## src/rtl/reg_dump_reader_pkg.sv

```systemverilog
// Shared register-file constants and the dump reader state encoding.
package reg_dump_reader_pkg;

  localparam int XLEN     = 32;
  localparam int NUM_REGS = 32;
  localparam int ADDR_W   = 5;

  typedef enum logic [1:0] {
    IDLE  = 2'd0,
    FETCH = 2'd1,
    SEND  = 2'd2,
    DONE  = 2'd3
  } state_t;

endpackage

```

## src/rtl/reg_dump_reader.sv

```systemverilog
// Debug-side register file dumper: walks register addresses in ascending
// order, snapshots each combinational read and streams (index, data) beats
// over a valid/ready handshake, closing with out_last and a done pulse.
module reg_dump_reader #(
  parameter int XLEN     = reg_dump_reader_pkg::XLEN,
  parameter int NUM_REGS = reg_dump_reader_pkg::NUM_REGS,
  parameter int ADDR_W   = reg_dump_reader_pkg::ADDR_W,
  parameter int SKIP_X0  = 0
) (
  input  logic              clk,
  input  logic              rst_n,
  input  logic              start,
  input  logic              abort,
  output logic [ADDR_W-1:0] rd_addr,
  input  logic [XLEN-1:0]   rd_data,
  output logic              out_valid,
  input  logic              out_ready,
  output logic [ADDR_W-1:0] out_idx,
  output logic [XLEN-1:0]   out_data,
  output logic              out_last,
  output logic              busy,
  output logic              done
);

  import reg_dump_reader_pkg::*;

  localparam logic [ADDR_W-1:0] LAST_IDX  = ADDR_W'(NUM_REGS - 1);
  localparam logic [ADDR_W-1:0] FIRST_IDX = ADDR_W'((SKIP_X0 != 0) ? 1 : 0);

  state_t            state_reg;
  state_t            state_next;
  logic [ADDR_W-1:0] idx_reg;
  logic [ADDR_W-1:0] out_idx_reg;
  logic [XLEN-1:0]   out_data_reg;
  logic              out_last_reg;

  assign out_idx  = out_idx_reg;
  assign out_data = out_data_reg;
  assign out_last = out_last_reg;

  // State register.
  always_ff @(posedge clk or negedge rst_n) begin
    if (!rst_n) begin
      state_reg <= IDLE;
    end else begin
      state_reg <= state_next;
    end
  end

  // Next-state and Moore outputs; abort beats every other request.
  always_comb begin
    state_next = state_reg;
    rd_addr    = '0;
    out_valid  = 1'b0;
    busy       = 1'b1;
    done       = 1'b0;
    case (state_reg)
      IDLE: begin
        busy = 1'b0;
        if (start && !abort) begin
          state_next = FETCH;
        end
      end
      FETCH: begin
        rd_addr    = idx_reg;
        state_next = abort ? IDLE : SEND;
      end
      SEND: begin
        out_valid = 1'b1;
        if (abort) begin
          state_next = IDLE;
        end else if (out_ready) begin
          state_next = out_last_reg ? DONE : FETCH;
        end
      end
      DONE: begin
        done       = 1'b1;
        state_next = IDLE;
      end
      default: state_next = IDLE;
    endcase
  end

  // Walk index and beat holding register; the beat is captured only at the
  // FETCH edge so later register writes cannot disturb a pending beat.
  always_ff @(posedge clk or negedge rst_n) begin
    if (!rst_n) begin
      idx_reg      <= '0;
      out_idx_reg  <= '0;
      out_data_reg <= '0;
      out_last_reg <= 1'b0;
    end else begin
      case (state_reg)
        IDLE: begin
          if (start && !abort) begin
            idx_reg <= FIRST_IDX;
          end
        end
        FETCH: begin
          out_data_reg <= rd_data;
          out_idx_reg  <= idx_reg;
          out_last_reg <= (idx_reg == LAST_IDX);
        end
        SEND: begin
          if (out_ready && !out_last_reg) begin
            idx_reg <= idx_reg + 1'b1;
          end
        end
        default: ;
      endcase
    end
  end

endmodule

```

## config.mk

```make
export PLATFORM = sky130hd
export DESIGN_NAME = reg_dump_reader
export DESIGN_NICKNAME = d
export VERILOG_FILES = /design/src/rtl/reg_dump_reader_pkg.sv /design/src/rtl/reg_dump_reader.sv
export SDC_FILE = /design/constraint.sdc
export NUM_CORES = 1
export LEC_CHECK = 0
export CELL_PAD_IN_SITES_DETAIL_PLACEMENT = 1
export CELL_PAD_IN_SITES_GLOBAL_PLACEMENT = 1
export CORE_ASPECT_RATIO = 2
export CORE_MARGIN = 8
export CORE_UTILIZATION = 30
export CTS_CLUSTER_SIZE = 20
export DETAILED_ROUTE_END_ITERATION = 12
export PLACE_DENSITY = 0.78
export SYNTH_ARGS = -nofsm -noshare
export SYNTH_HDL_FRONTEND = slang
export SYNTH_SLANG_ARGS = --single-unit
```

## constraint.sdc

```tcl
create_clock -name clk -period 1.73 [get_ports clk]
set_input_delay 0.2595 -clock clk [delete_from_list [all_inputs] [get_ports clk]]
set_output_delay 0.2595 -clock clk [all_outputs]
set_load 0.02 [all_outputs]
```

==> results of run 1 <==
==> report_power, final <==
part	internal, mW	switching (mW)	total (mW)
registers	1.24	0.105	1.34
clock network	0.670	0.368	1.04
logic	0.475	0.518	0.994
==> cells in the final DEF, fill, tap and decap left out, drive strengths merged, types with 2 or more instances in the layout <==
cell,n
dfrtp,45
inv,2
a21o,6
nand2b,4
mux2i,3
a21oi,3
nor4bb,2
o2bb2ai,4
and2,6
nand2,99
clkdlybuf4s50,73
buf,10
nor2,3
clkbuf,10
ha,2
clkdlybuf4s15,2
==> layer usage <==
metal	vias up	track usage, %	routed length, µm
li1	799	-	-
met1	789	15.5	2520
met2	76	21.7	2750
met3	2	6.27	640
met4	0	2.79	23
met5	-	0	0
==> repair_timing <==
| item | in CTS | in global routing |
|---|---|---|
| gates resized for setup | 11 | 11 |
| hold buffers | 0 | 0 |
| endpoints found under the setup margin | 9 | 7 |
| setup buffers | 0 | 0 |
==> path summary, 6_finish.rpt <==
path | from | endpoint | slack (ps) | cells after the start
max in group asynchronous | rst_n | out_idx[1] | 1200 | 2
worst min register to register | out_idx[0] | out_idx[0] | 470 | 1
min in group clk | out_idx[0] | out_idx[0] | 470 | 1
worst max-delay path | out_last | out_last | 60 | 1
worst min-delay path | rst_n | out_data[6] | -5 | 1
worst max register to register | idx_reg[0] | idx_reg[4] | 70 | 6
==> layout make-up <==
| class | instances | area (µm²) | share of cell area [%] |
|---|---|---|---|
| clock buffer | 5 | 125 | 4.26 |
| sequential | 45 | 1130 | 38.4 |
| inverter | 2 | 7.51 | 0.256 |
| timing repair buffer | 91 | 870 | 29.6 |
| tap | 64 | 80.1 | 2.73 |
| multi-input combinational | 141 | 691 | 23.5 |
| clock inverter | 2 | 35.0 | 1.19 |
==> metrics by stage <==
stage                     cells  setup TNS [ps]
after CTS                   350               0
final                       350               0
after global routing        350               0
after global placement      343               0
after floorplan             197               0
after detailed placement    343           -3.52
==> cells by family (layout without fill, tap and decap cells) <==
group | count (synthesis) | count (layout) | synth area share (%)
compound gates | 15 | 15 | 6.08
simple gates | 121 | 121 | 27.3
fa+ha+maj | 2 | 2 | 1.34
mux | 3 | 3 | 1.60
flops | 45 | 45 | 60.2
buf+inv | 11 | 100 | 3.54
==> worst register-to-register path: stages, from the launching register on <==
cell	delay, ps
dfrtp_1	430
ha_1	230
and3_1	180
ha_1	290
nor4bb_2	230
a21oi_1	70
o2bb2ai_1	140
==> impl_metrics.json, run 1 <==
{
  "final_area_um2": 2930,
  "worstHoldPathType": "in -> async",
  "ioPinCount": 83,
  "fin_util_pct": 47.7,
  "rsz0062_at_grt": "no",
  "avgSynthCellArea_um2": 9.50,
  "synth_ff_type": "dfrtp_1",
  "pre_cts_ws_ps": -3.52,
  "status": "finished, violations left",
  "die_y_um": 128,
  "grt_pass1_wl_mm": 9.76,
  "first_global_vias": 1856,
  "wirelength_mm": 5.94,
  "wire_per_inst_um": 17.0,
  "whs_ps": -4.89,
  "total_power_mw": 3.37,
  "grt-ovfl-total": 0,
  "syn-num-nets": 236,
  "start_util_pct": 30.4,
  "layout_setup_ws_ps": 57.3,
  "cts_made_buffers": 5,
  "crit_family": "buffers and inverters",
  "die_w_um": 71.9,
  "synth_cells": 197,
  "hpwlAfterDp_mm": 4.39,
  "largest_reg_flops": 32,
  "start_kind": "flip-flop",
  "setup_violations": 0,
  "synth-edff-count": 0,
  "fin_crit_ps": 1670,
  "violations": "hold timing",
  "synthTopCellsByCount": "nand2_1, dfrtp_1, a21o_1, and2_1, buf_4",
  "htreeDepth": 2,
  "vias": 1666,
  "path_clk_slew_ps": 60,
  "place_area_um2": 2790,
  "slew_headroom_pct": 58.6,
  "path_buf_inv": 1,
  "crit_type": "reg -> out",
  "die_area_um2": 9180,
  "firstDrtPassIters": 4,
  "synth_seq_area_share_pct": 60.2,
  "port_buffers": 82,
  "syn_to_final_growth_pct": 56.8,
  "clock_skew_ps": 2.22,
  "cp_max_fo": 6,
  "critPathRequiredTime_ps": 1470,
  "nFillCells": 722,
  "grt_usage_pct": 13.3,
  "hold_viol": 11,
  "synth.distinct_cells": 25,
  "routed_via_density": 4.76,
  "final_nets": 325,
  "synth_area_leaders": "dfrtp_1, nand2_1, a21o_1",
  "coreArea_um2": 6160,
  "drv_slew": 0,
  "n_antenna_cell": 0,
  "tightest_slew_ps": 621,
  "cts.sinks": 45,
  "ys.warnings.count": 0,
  "power_density_nw_per_um2": 1150,
  "cts-root-buf": "clkbuf_16",
  "slowest_delay_ps": 670,
  "yosysTopAreaCellShare_pct": 60.2,
  "irDropWorstVdd_v": 0.000675,
  "cp_cell_sequence": "clkdlybuf4s50_1",
  "drive_gt1_share_pct": 9.09,
  "yosys.area.top_type": "dfrtp_1",
  "finalCritPeriodShare_pct": 96.7,
  "endpoint_kind": "primary output",
  "drv_cap": 0,
  "clk_latency_ps": 280,
  "ys_seq_elements": 45,
  "async_flop_share_pct": 100,
  "cp_slowest_cell": "clkdlybuf4s50_1",
  "gp_congestion": 0.886,
  "antenna_found_initial": 0,
  "grt_max_degree": 39,
  "cts_buffer_depth": 2,
  "clock.fmax_mhz": 598,
  "final_antenna_net_count": 0,
  "netlist_area_um2": 1870,
  "drt-initial-drc-count": 42,
  "arrival_ps": 1410,
  "power_leakage_nw": 1.50,
  "cts_tree": "built",
  "synth.most_common_cell": "nand2_1",
  "drc": 0,
  "core.rowCount": 41
}
Power figures use the tool's default switching activity.
==> run 2, diff against run 1 <==
SLEW_MARGIN = 20   (was not set)
==> results of run 2 <==
Final layout, timing and power as in run 1 (identical DEF).
==> run 3, diff against run 2 <==
CORE_ASPECT_RATIO = 1.5   (was 2)
==> run 3 against run 2 <==
Net effect: the flow now finishes without violations; non-clock buffer count up 3; sequential power barely moved; cell area is 0.64% lower; clock power decreased by 21%; via count decreased by 0.36%; core utilization up 0.23 points; total power is 6.8% lower; global-route usage decreased by 0.75 points; highest routed layer unchanged.
==> impl_metrics.json, run 3 (synthesized netlist as in run 1, its figures left out) <==
{
  "seqCellArea_um2": 1130,
  "die_w_um": 80.5,
  "path_clk_slew_ps": 80,
  "critPathRequiredTime_ps": 1470,
  "slowest_delay_ps": 410,
  "hpwlAfterDp_mm": 4.32,
  "hold_buffers": 0,
  "cp_cell_sequence": "buf_4 -> or2_2 -> clkdlybuf4s15_2",
  "clock_skew_ps": 4.96,
  "htreeDepth": 2,
  "wire_per_inst_um": 15.4,
  "arrival_ps": 1420,
  "setup_violations": 0,
  "slew_headroom_pct": 61.6,
  "finalCritPeriodShare_pct": 97.0,
  "crit_type": "reg -> out",
  "endpoint_kind": "primary output",
  "whs_ps": 40.1,
  "core.rowCount": 35,
  "setup_tns_ps": 0,
  "clk_latency_ps": 290,
  "n_antenna_cell": 0,
  "cts.sinks": 45,
  "routed_via_density": 4.56,
  "drt-initial-drc-count": 64,
  "cts_tree": "built",
  "fin_crit_ps": 1680,
  "gp_congestion": 0.798,
  "largest_reg_flops": 32,
  "syn_to_final_growth_pct": 55.7,
  "final_antenna_net_count": 0,
  "vias": 1660,
  "wirelength_mm": 5.59,
  "grt_pass1_wl_mm": 9.01,
  "grt-ovfl-total": 0,
  "drv_cap": 0,
  "first_global_vias": 1779,
  "cts-root-buf": "clkbuf_8",
  "hold_viol": 0,
  "status": "completed",
  "start_kind": "flip-flop",
  "irDropWorstVdd_v": 0.000388,
  "cts_buffer_depth": 2,
  "cp_max_fo": 7,
  "drc": 0,
  "r2r_end": "idx_reg[4]",
  "power_leakage_nw": 1.51,
  "rsz0062_at_grt": "no",
  "crit_family": "buffers and inverters",
  "path_depth": 3,
  "coreArea_um2": 6090,
  "grt_max_degree": 46,
  "reg2reg_from": "idx_reg[0]",
  "antenna_found_initial": 0,
  "port_buffers": 82,
  "power_density_nw_per_um2": 1080,
  "multi_input_area_um2": 691,
  "final_common_cell": "nand2_1",
  "reg2regPathDepth": 6,
  "grt_usage_pct": 12.6,
  "final_cells": 364,
  "cp_slowest_cell": "dfrtp_1",
  "die_area_um2": 9080,
  "worstHoldPathType": "in -> async",
  "cts_made_buffers": 5,
  "start_util_pct": 30.8,
  "place_inst": 354,
  "clock.fmax_mhz": 596,
  "drv_slew": 0,
  "nFillCells": 720,
  "ioPinCount": 83,
  "path_buf_inv": 2,
  "tightest_slew_ps": 575,
  "final_nets": 328,
  "r2r_slack_ps": 100,
  "die_y_um": 113,
  "drive_gt1_share_pct": 11.0,
  "final_cell_mix": "nand2_1, clkdlybuf4s50_1, dfrtp_1, buf_4",
  "firstDrtPassIters": 3
}
==> run 3: cell types whose count changed in the layout (fill, tap and decap cells not counted), sizes merged <==
| cell | previous run | this run |
|---|---|---|
| clkdlybuf4s50 | 73 | 72 |
| clkbuf | 10 | 12 |
| clkdlybuf4s15 | 2 | 1 |
| buf | 10 | 13 |
| clkinvlp | 0 | 1 |
| dlymetal6s2s | 0 | 1 |
| clkinv | 1 | 0 |
==> run 3: power breakdown <==
group	total, mW	switching [mW]	internal [mW]
clock network	0.825	0.355	0.470
logic	0.985	0.504	0.480
registers	1.33	0.0996	1.23
total	3.14	0.959	2.18
==> run 3: metrics by stage <==
step                instance area (µm²)  utilization, %  worst slack [ps]  power, mW
finish                             2920            47.9              51.8       3.14
global route                       2920            47.9              2.48       3.31
CTS                                2930            48.1              9.53       3.21
detailed placement                 2800            46.0              25.5       2.36
global placement                   2800            46.0              67.9       2.33
floorplan                          1870               -               259       1.80
==> run 3: worst max path at each step <==
stage | slack (ps) | endpoint | start
final | 50 | busy | state_reg[1]
after global routing | 2 | busy | state_reg[1]
after CTS | 10 | rd_addr[4] | state_reg[1]
after detailed placement | 30 | rd_addr[4] | state_reg[1]
after global placement | 70 | rd_addr[2] | state_reg[1]
after floorplan | 260 | idx_reg[4] | idx_reg[0]
==> run 3: timing repair <==
item | 4_1_cts | 5_1_grt
resized for setup | 10 | 14
buffers inserted | 2 | 0
endpoints found under the setup margin | 8 | 7
==> run 3: routing by layer <==
layer / vias up / global-route usage, % / part of all wire [%]
li1: 802 / - / -
met1: 802 / 13.5 / 38
met2: 47 / 22.7 / 55
met3: 9 / 2.78 / 5.6
met4: 0 / 4.88 / 1.6
met5: - / 0 / 0
==> run 3: layout make-up <==
type                       count  area share (%)
clock buffer                   6            2.83
tap                           74            3.18
inverter                       2           0.258
multi-input combinational    141            23.7
clock inverter                 2            1.29
timing repair buffer          94            30.1
sequential                    45            38.6
==> run 3: worst register-to-register path, stage by stage (launching register included) <==
cell       delay (ps)
dfrtp_1           440
ha_1              230
and3_1            190
ha_1              270
nor4bb_2          170
a21oi_1           130
o2bb2ai_1          80
